<file path="src/rtl/seg_pkg.sv">
// Shared definitions for the iterative-threshold segmenter: output modes,
// update FSM states and accumulator width helpers.
package seg_pkg;

    localparam logic [1:0] MODE_BIN  = 2'd0;
    localparam logic [1:0] MODE_INV  = 2'd1;
    localparam logic [1:0] MODE_ZERO = 2'd2;
    localparam logic [1:0] MODE_RSVD = 2'd3;

    typedef enum logic [1:0] {
        ST_IDLE   = 2'd0,
        ST_DIV_LO = 2'd1,
        ST_DIV_HI = 2'd2,
        ST_UPDATE = 2'd3
    } state_t;

    // Width of a pixel sum over a whole frame; cannot overflow.
    function automatic int sum_w(input int dw, input int npix);
        return dw + $clog2(npix);
    endfunction

    // Width of a pixel count that can hold the full frame size.
    function automatic int cnt_w(input int npix);
        return $clog2(npix + 1);
    endfunction

endpackage

</file>
<file path="src/rtl/seq_div.sv">
// Unsigned restoring divider, one quotient bit per clock. The quotient
// register doubles as the dividend shifter.
module seq_div #(
    parameter int NW  = 11,
    parameter int DWD = 4
) (
    input  logic           clk,
    input  logic           rst,
    input  logic           start,
    input  logic [NW-1:0]  dividend,
    input  logic [DWD-1:0] divisor,
    output logic           busy,
    output logic           done,
    output logic [NW-1:0]  quotient
);
    localparam int CW = $clog2(NW + 1);

    logic [DWD-1:0] rem;
    logic [DWD-1:0] dsr;
    logic [CW-1:0]  cnt;
    logic [DWD:0]   shifted;
    logic [DWD:0]   diff;
    logic           ge;

    // Trial subtraction of the divisor from the shifted partial remainder.
    always_comb begin
        shifted = {rem, quotient[NW-1]};
        diff    = shifted - {1'b0, dsr};
        ge      = (shifted >= {1'b0, dsr});
    end

    // Iteration control; done pulses on the cycle the last bit lands.
    always_ff @(posedge clk or posedge rst) begin
        if (rst) begin
            busy     <= 1'b0;
            done     <= 1'b0;
            rem      <= '0;
            dsr      <= '0;
            cnt      <= '0;
            quotient <= '0;
        end else begin
            done <= 1'b0;
            if (start && !busy) begin
                busy     <= 1'b1;
                rem      <= '0;
                dsr      <= divisor;
                quotient <= dividend;
                cnt      <= CW'(NW);
            end else if (busy) begin
                rem      <= ge ? diff[DWD-1:0] : shifted[DWD-1:0];
                quotient <= {quotient[NW-2:0], ge};
                cnt      <= cnt - CW'(1);
                if (cnt == CW'(1)) begin
                    busy <= 1'b0;
                    done <= 1'b1;
                end
            end
        end
    end

endmodule

</file>
<file path="src/rtl/iter_thresh_segment.sv">
// Video threshold segmenter. Each frame is split at the applied threshold;
// the mean of each side is computed during blanking and their midpoint
// becomes the threshold for the next frame.
module iter_thresh_segment
    import seg_pkg::*;
#(
    parameter int DW     = 8,
    parameter int H_DISP = 640,
    parameter int V_DISP = 480,
    parameter int T_INIT = 2**(DW-1)
) (
    input  logic          clk,
    input  logic          rst,
    input  logic          Y_hsync,
    input  logic          Y_vsync,
    input  logic          Y_de,
    input  logic [DW-1:0] Y_data,
    input  logic [1:0]    mode,
    output logic          segment_hsync,
    output logic          segment_vsync,
    output logic          segment_de,
    output logic [DW-1:0] segment_data,
    output logic [DW-1:0] threshold,
    output logic          thresh_upd,
    output logic          stat_drop
);
    localparam int NPIX  = H_DISP * V_DISP;
    localparam int SUM_W = sum_w(DW, NPIX);
    localparam int CNT_W = cnt_w(NPIX);
    localparam logic [DW-1:0] T_RST = DW'(T_INIT);

    logic             vs_q, seen, frame_end, frame_start, over;
    logic [SUM_W-1:0] under_sum, over_sum, snap_us, snap_os, div_num, div_q;
    logic [CNT_W-1:0] under_cnt, over_cnt, snap_uc, snap_oc, div_den;
    logic [DW-1:0]    m1, m2, pend, q_sat;
    logic [DW:0]      t_sum;
    logic             launched, div_start, div_busy, div_done;
    state_t           state;

    // Frame edges, pixel classification, divider operand selection.
    always_comb begin
        frame_end   = vs_q & ~Y_vsync;
        frame_start = ~vs_q & Y_vsync;
        over        = (Y_data > threshold);
        div_num     = (state == ST_DIV_HI) ? snap_os : snap_us;
        div_den     = (state == ST_DIV_HI) ? snap_oc : snap_uc;
        div_start   = ((state == ST_DIV_LO) || (state == ST_DIV_HI)) && !launched
                      && !div_busy && (div_den != '0);
        q_sat       = ((div_q >> DW) != '0) ? '1 : div_q[DW-1:0];
        t_sum       = ({1'b0, m1} + {1'b0, m2}) >> 1;
    end

    // One-clock output stage: syncs delayed, pixel mapped by mode.
    // vs_q resets high so a frame already in progress at reset release is
    // never mistaken for a fresh frame start.
    always_ff @(posedge clk or posedge rst) begin
        if (rst) begin
            segment_hsync <= 1'b0;
            segment_vsync <= 1'b0;
            segment_de    <= 1'b0;
            segment_data  <= '0;
            vs_q          <= 1'b1;
        end else begin
            segment_hsync <= Y_hsync;
            segment_vsync <= Y_vsync;
            segment_de    <= Y_de;
            vs_q          <= Y_vsync;
            if (!Y_de)
                segment_data <= '0;
            else begin
                case (mode)
                    MODE_INV:  segment_data <= over ? '0 : '1;
                    MODE_ZERO: segment_data <= over ? Y_data : '0;
                    default:   segment_data <= over ? '1 : '0;
                endcase
            end
        end
    end

    // Per-frame statistics; threshold only changes at a frame start.
    always_ff @(posedge clk or posedge rst) begin
        if (rst) begin
            under_sum <= '0;
            over_sum  <= '0;
            under_cnt <= '0;
            over_cnt  <= '0;
            threshold <= T_RST;
            seen      <= 1'b0;
        end else begin
            if (frame_start) begin
                threshold <= pend;
                seen      <= 1'b1;
            end
            if (frame_end) begin
                under_sum <= '0;
                over_sum  <= '0;
                under_cnt <= '0;
                over_cnt  <= '0;
            end else if (Y_de) begin
                if (over) begin
                    over_sum <= over_sum + SUM_W'(Y_data);
                    over_cnt <= over_cnt + CNT_W'(1);
                end else begin
                    under_sum <= under_sum + SUM_W'(Y_data);
                    under_cnt <= under_cnt + CNT_W'(1);
                end
            end
        end
    end

    // Update FSM: snapshot at frame end, two divisions, midpoint.
    // A frame only counts once a frame start has been seen after reset.
    always_ff @(posedge clk or posedge rst) begin
        if (rst) begin
            state      <= ST_IDLE;
            launched   <= 1'b0;
            m1         <= '0;
            m2         <= '0;
            pend       <= T_RST;
            thresh_upd <= 1'b0;
            stat_drop  <= 1'b0;
            snap_us    <= '0;
            snap_os    <= '0;
            snap_uc    <= '0;
            snap_oc    <= '0;
        end else begin
            thresh_upd <= 1'b0;
            if (frame_end && seen && (state != ST_IDLE))
                stat_drop <= 1'b1;
            case (state)
                ST_IDLE: begin
                    if (frame_end && seen) begin
                        snap_us <= under_sum;
                        snap_os <= over_sum;
                        snap_uc <= under_cnt;
                        snap_oc <= over_cnt;
                        state   <= ST_DIV_LO;
                    end
                end
                ST_DIV_LO: begin
                    if (!launched) begin
                        if (snap_uc == '0) begin
                            m1    <= threshold;
                            state <= ST_DIV_HI;
                        end else
                            launched <= 1'b1;
                    end else if (div_done) begin
                        m1       <= q_sat;
                        launched <= 1'b0;
                        state    <= ST_DIV_HI;
                    end
                end
                ST_DIV_HI: begin
                    if (!launched) begin
                        if (snap_oc == '0) begin
                            m2    <= threshold;
                            state <= ST_UPDATE;
                        end else
                            launched <= 1'b1;
                    end else if (div_done) begin
                        m2       <= q_sat;
                        launched <= 1'b0;
                        state    <= ST_UPDATE;
                    end
                end
                default: begin
                    pend       <= t_sum[DW-1:0];
                    thresh_upd <= 1'b1;
                    state      <= ST_IDLE;
                end
            endcase
        end
    end

    seq_div #(.NW(SUM_W), .DWD(CNT_W)) u_div (
        .clk      (clk),
        .rst      (rst),
        .start    (div_start),
        .dividend (div_num),
        .divisor  (div_den),
        .busy     (div_busy),
        .done     (div_done),
        .quotient (div_q)
    );

endmodule

</file>
<file path="config.mk">
export PLATFORM = sky130hd
export DESIGN_NAME = iter_thresh_segment
export DESIGN_NICKNAME = d
export VERILOG_FILES = /design/src/rtl/seg_pkg.sv /design/src/rtl/seq_div.sv /design/src/rtl/iter_thresh_segment.sv
export SDC_FILE = /design/constraint.sdc
export NUM_CORES = 1
export LEC_CHECK = 0
export BUFFER_PORTS_ARGS = -buffer_cell sky130_fd_sc_hd__buf_4
export CAP_MARGIN = 30
export CORE_AREA = 5 5 186 188
export DETAILED_ROUTE_END_ITERATION = 10
export DIE_AREA = 0 0 191 193
export PLACE_DENSITY = 0.65
export SLEW_MARGIN = 0
export SYNTH_ARGS = -nofsm -noshare
export SYNTH_HDL_FRONTEND = slang
export SYNTH_SLANG_ARGS = --single-unit
export TNS_END_PERCENT = 50
</file>
<file path="constraint.sdc">
create_clock -name clk -period 14.4 [get_ports clk]
set_input_delay 2.88 -clock clk [delete_from_list [all_inputs] [get_ports clk]]
set_output_delay 2.88 -clock clk [all_outputs]
set_load 0.005 [all_outputs]
</file>
# Yosys cells after proc, flatten, opt, wreduce, memory -nomap -nowiden

Cells that the tools add are included.

Flip-flop bits (word level): 306
Bits of input ports: 15

Add/sub/neg operators: 7
Magnitude comparators: 2
Equal/unequal tests: 12
Mux-type cells: 53
Bitwise gates (word level): 4
Reductions and logical operators: 28

Operators by type and width:

| cell                                                                     | number |
|---|---|
| 27-bit 2-to-1 mux                                                        | 9 |
| 19-bit 2-to-1 mux                                                        | 10 |
| 8-bit 2-to-1 mux                                                         | 10 |
| 27-bit by 8-bit adder with 27-bit output                                 | 2 |
| 19-bit by 1-bit adder with 19-bit output (second input constant)         | 2 |
| 19-bit zero test                                                         | 2 |
| 27-bit nonzero test                                                      | 1 |
| 20-bit by 19-bit >= comparator with 1-bit output                         | 1 |
| 19-bit nonzero test                                                      | 1 |
| 19-bit subtractor                                                        | 1 |
| 8-bit one-hot mux with 2 select lines                                    | 1 |
| 2-bit 2-to-1 mux                                                         | 7 |
| 2-bit nonzero test                                                       | 7 |
| 1-bit 2-to-1 mux                                                         | 12 |
| 3-bit by 2-bit inequality test with 1-bit output (second input constant) | 4 |
| 5-bit 2-to-1 mux                                                         | 2 |
| 8-bit by 8-bit adder with 9-bit output                                   | 1 |
| 8-bit greater-than comparator                                            | 1 |
| 1-bit logical AND                                                        | 6 |
| 2-bit one-hot mux with 3 select lines                                    | 1 |
| 2-bit AND reduction                                                      | 3 |
| 3-bit AND reduction                                                      | 2 |
| 5-bit by 1-bit equality test with 1-bit output (second input constant)   | 1 |
| 5-bit AND reduction                                                      | 1 |
| 12 further kinds                                                         | 18 |

# Logic depth before layout (Yosys ltp)

Depth after elaboration: 7
Mapped depth: 12

# Modules after synthesis

A second synthesis with hierarchy kept.

Cell total of the unflattened synthesis: 1602
Area total of the unflattened synthesis: 16345.7 um^2

Modules (own cells, without submodules):

| module              | times used | cells an instance | area an instance (um^2) | sequential area each (um^2) |
|---|---|---|---|---|
| iter_thresh_segment | 1          | 1124              | 12087.8                 | 5859.4 |
| seq_div             | 1          | 478               | 4257.8                  | 1801.7 |

# Least setup slack after synthesis

OpenSTA, ideal clock, no wires.

Path type: input -> register
Start point: input Y_data[0]
End point: register over_sum[18]
Library setup time: 78 ps
Data arrival time: 4834 ps
Required time: 14322 ps
Path slack: 9488 ps
Cell stages on the path: 11
Path buffers: 2
Cell sequence: ha_1 fa_1 a21o_1 a21oi_1 o21bai_1 nand2_1 a21o_1 clkbuf_1 clkbuf_1 o31ai_1 a21oi_1

Longest elaborated chain between the ends: 4
Elaborated cells between the ends (all ways): 7
Those cells by class: 1 x add/sub; 1 x order compare; 3 x mux; 2 x reduce/logical

Ends and longest elaborated chain:

| element                                  | line                       | text |
|---|---|---|
| start, declared                          | iter_thresh_segment.sv:17  | `input logic [DW-1:0] Y_data,` |
| 27-bit by 8-bit adder with 27-bit output | iter_thresh_segment.sv:101 | `over_sum <= over_sum + SUM_W'(Y_data);` |
| 27-bit 2-to-1 mux                        | iter_thresh_segment.sv:100 | `if (over) begin` |
| 27-bit 2-to-1 mux                        | iter_thresh_segment.sv:99  | `end else if (Y_de) begin` |
| 27-bit 2-to-1 mux                        | iter_thresh_segment.sv:94  | `if (frame_end) begin` |
| end signal, assigned                     | iter_thresh_segment.sv:101 |  |
| end, declared                            | iter_thresh_segment.sv:33  | `logic [SUM_W-1:0] under_sum, over_sum, snap_us, snap_os, div_num, div_q;` |

Parallel ways exist; a longest one is shown, timed or not. The select of a mux whose other input is x is not followed.
A chain may end at the register's enable or synchronous reset.

# Worst setup path after layout

Start point: input Y_de
End point: register over_sum[14]

Longest elaborated chain between the ends: 2

Ends and longest elaborated chain:

| element                       | line                      | text |
|---|---|---|
| start, declared               | iter_thresh_segment.sv:16 | `input logic Y_de,` |
| 2-bit nonzero test (no line)  | --                        |  |
| 2-bit AND reduction (no line) | --                        |  |

No other way between the ends.

==> impl_results.md <==
* Design area at 17,800 um^2
* R2R cell count at 9
* TritonRoute pass-1 iters at 6
* Most frequent cell after synthesis: dfrtp_1
* Synth Cell Area at 16,100 um^2
* First-pass GRT wire length at 62,200 um
* Worst Hold Path EP: u_div.dsr[11]
* Fmax at 179 MHz
* CTS buffer count at 35
* Core area at 32,900 um^2
* Cell taking the most area after synthesis: dfrtp_1
* Max Slew Vio Count at 0
* ANT cells at 0
* Max cap viols at 0
* Fin nets at 1,690
* Startpoint types: input port
* Critical Path AT at 6.02 ns
* Max clock buf depth at 3
* Post-synthesis sequential area ratio at 47.7%
* Hold Buf Count CTS at 0
* DRC at 0
* Worst r2r src: threshold[7]
* Synth top area share at 47.2%
* RSZ-0062 raised after global routing: no
* Clock Tree Root: clkbuf_16
* CTS tree: built
* Final Wtd Congestion at 0.840
* Row count at 67
* Layout fillers at 2,922
* GRT Overall Usage at 20.6%
* Crit Path Class: input port to flip-flop
* Worst slew pin tran at 1.06 ns
* Post-Route WL at 37,100 um
* Static Leakage at 8.11 nW
* Synth area leaders: dfrtp_1, mux2_2, nand2_1
* FF-to-FF End: over_sum[14]
* Clk_lat worst skew at 0.51 ns
* Fin. Hold Viols at 0
* Peak supply drop at 0.134 mV
* Final HPWL DP at 25,200 um
* Setup slack at placement at 8.33 ns
* Post-synthesis cell type count at 65
* Setup-failing EPs final at 0
* Run status: complete, no violations
* Post-synth ARST share at 100%
* Die width at 191 um
* Yosys warns at 0
* Share of cells above drive strength 1 at 13.5%
* Worst hold path type: flip-flop to flip-flop
* Area grow syn2layout at 10.9%
* Source of the worst hold timing path: u_div.dsr[11]
* Synthesized flop and latch total at 306
* Clock transition at path regs at 0.06 ns
* Worst EP required at 14.82 ns
* Worst hold path depth at 2
* Flop-to-flop setup slack at 10.75 ns
* Tcrit/Tclk final at 38.9%
* Port bufs at 35
* Overflow after GRT at 0
* Top cells by count, synth: dfrtp_1, nand2_1, o21ai_0
* Setup crit end kind: flip-flop
* Post-CTS setup buffers at 0
* Post-Syn Nets at 1,692
* IO Count at 36
* Final Skew at 0.0173 ns
* Pwr Density at 196 nW/um^2
* Die Span Y at 193 um
* Antenna Nets Post-Route at 0
* WL per Instance at 17.8 um
* Fin cells at 2,079
* Setup TNS at 0 ns
* CP Max Fanout at 42
* Number of DRC markers in iteration 0 at 753
* Vias in the first global route at 11,900
* Vias/cell at 5.78
* Ys flop type: dfrtp_1
* Syn avg cell area at 9.95 um^2
* Pin count of the biggest net entering global routing at 186
* H-tree Lvls at 2
* Die area at 36,900 um^2
* Placed Area at 16,700 um^2
* Dpl cells at 2,022
* Starting Density at 48.7%
* Post-synth EDFFs at 0
* Slew HR at 29.3%
* Post-cts resize count at 0
* Setup WS post-layout at 8.80 ns
* Syn Inst Count at 1,613
* DR vias at 12,000
* Fin crit period at 5.60 ns
* # clock sinks at 306
* Initial antenna violation count at 0
-- per-layer routing --
layer,part of all wire [%],up-vias,global-route usage (%)
met5,0,-,0
met4,1.8,0,5.39
met3,3.6,48,2.77
met2,47,206,33.8
met1,48,5936,29.3
li1,-,5824,-
-- power breakdown --
part           switching [mW]  internal [mW]  total, mW
Sequential              0.161           1.06       1.22
Combinational           0.820          0.576       1.40
Clock                   0.336          0.540      0.876
-- critical path, cell delays in order --
cell       delay, ns
buf_4           0.38
inv_1           0.49
a2111oi_4       0.97
nor2_2          0.28
buf_4           0.31
or4_1           0.52
a21oi_1         0.16
-- state kept, by name, indices dropped and copies added, names as in the netlist, 5 cells and up --
name,cells
threshold,8
snap_us,27
u_div.rem,19
m2,8
under_sum,27
pend,8
snap_os,27
m1,8
u_div.cnt,5
snap_uc,19
over_sum,27
u_div.quotient,27
u_div.dsr,19
under_cnt,19
segment_data,8
snap_oc,19
over_cnt,19
-- cell families (layout without fill, tap and decap cells) --
kind of cell,count (synthesis),count (layout),synth area share [%]
muxes,167,167,11.1
xor gates and xnor gates,36,36,1.96
DFF,306,306,47.7
buffers and inverters,154,172,3.79
AOI/OAI and AO/OA,393,393,15.1
and+or+nand+nor,493,493,15.2
adders and majority gates,64,64,5.17
-- worst max-delay path by stage --
stage / start / endpoint / slack (ns) / cells after the start
6_report: Y_de / over_sum[14] / 8.80 / 7
5_1_grt: Y_de / over_sum[11] / 8.62 / 7
4_1_cts: Y_de / over_sum[14] / 8.85 / 7
3_5_place_dp: Y_de / over_sum[10] / 8.33 / 7
3_3_place_gp: Y_de / over_sum[16] / 8.38 / 7
2_1_floorplan: rst / launched / 3.07 / 1
-- layout by cell type (no fill, tap or decap), types with 9 or more instances in the layout --
cell,count
nand4_1,23
nor3_1,21
and4_1,9
a31oi_1,16
nand2_1,205
buf_4,50
or3_1,15
nor2_1,53
and3_1,21
clkbuf_1,9
mux2i_1,75
o22ai_1,17
inv_1,62
ha_1,59
xor2_1,17
nand2b_1,25
o21ai_0,144
clkbuf_16,35
mux2_2,92
a21oi_1,87
dfrtp_1,302
nor4_1,16
a21o_1,20
xnor2_1,19
nor2b_1,9
or4_1,27
nand3_1,41
o31ai_1,32
-- final cells by class --
class                   instances  area [um^2]  area share [%]
clock buffers                  52         1020            5.73
clock inverters                 5          104           0.583
inverters                      64          248            1.39
multi-input cells            1153         7820            43.9
flip-flops and latches        306         7660            43.0
well taps                     448          561            3.15
repair buffers                 51          395            2.22
-- through the flow --
step	util [%]	power (mW)	hold WS, ns
final	54.1	3.49	0.474
after global routing	54.1	3.74	0.510
after CTS	54.1	3.52	0.484
after detailed placement	50.6	2.62	0.472
after global placement	50.6	2.59	0.465
after floorplan	-	2.26	0.434
No activity file was read; power rests on OpenSTA's default activity.
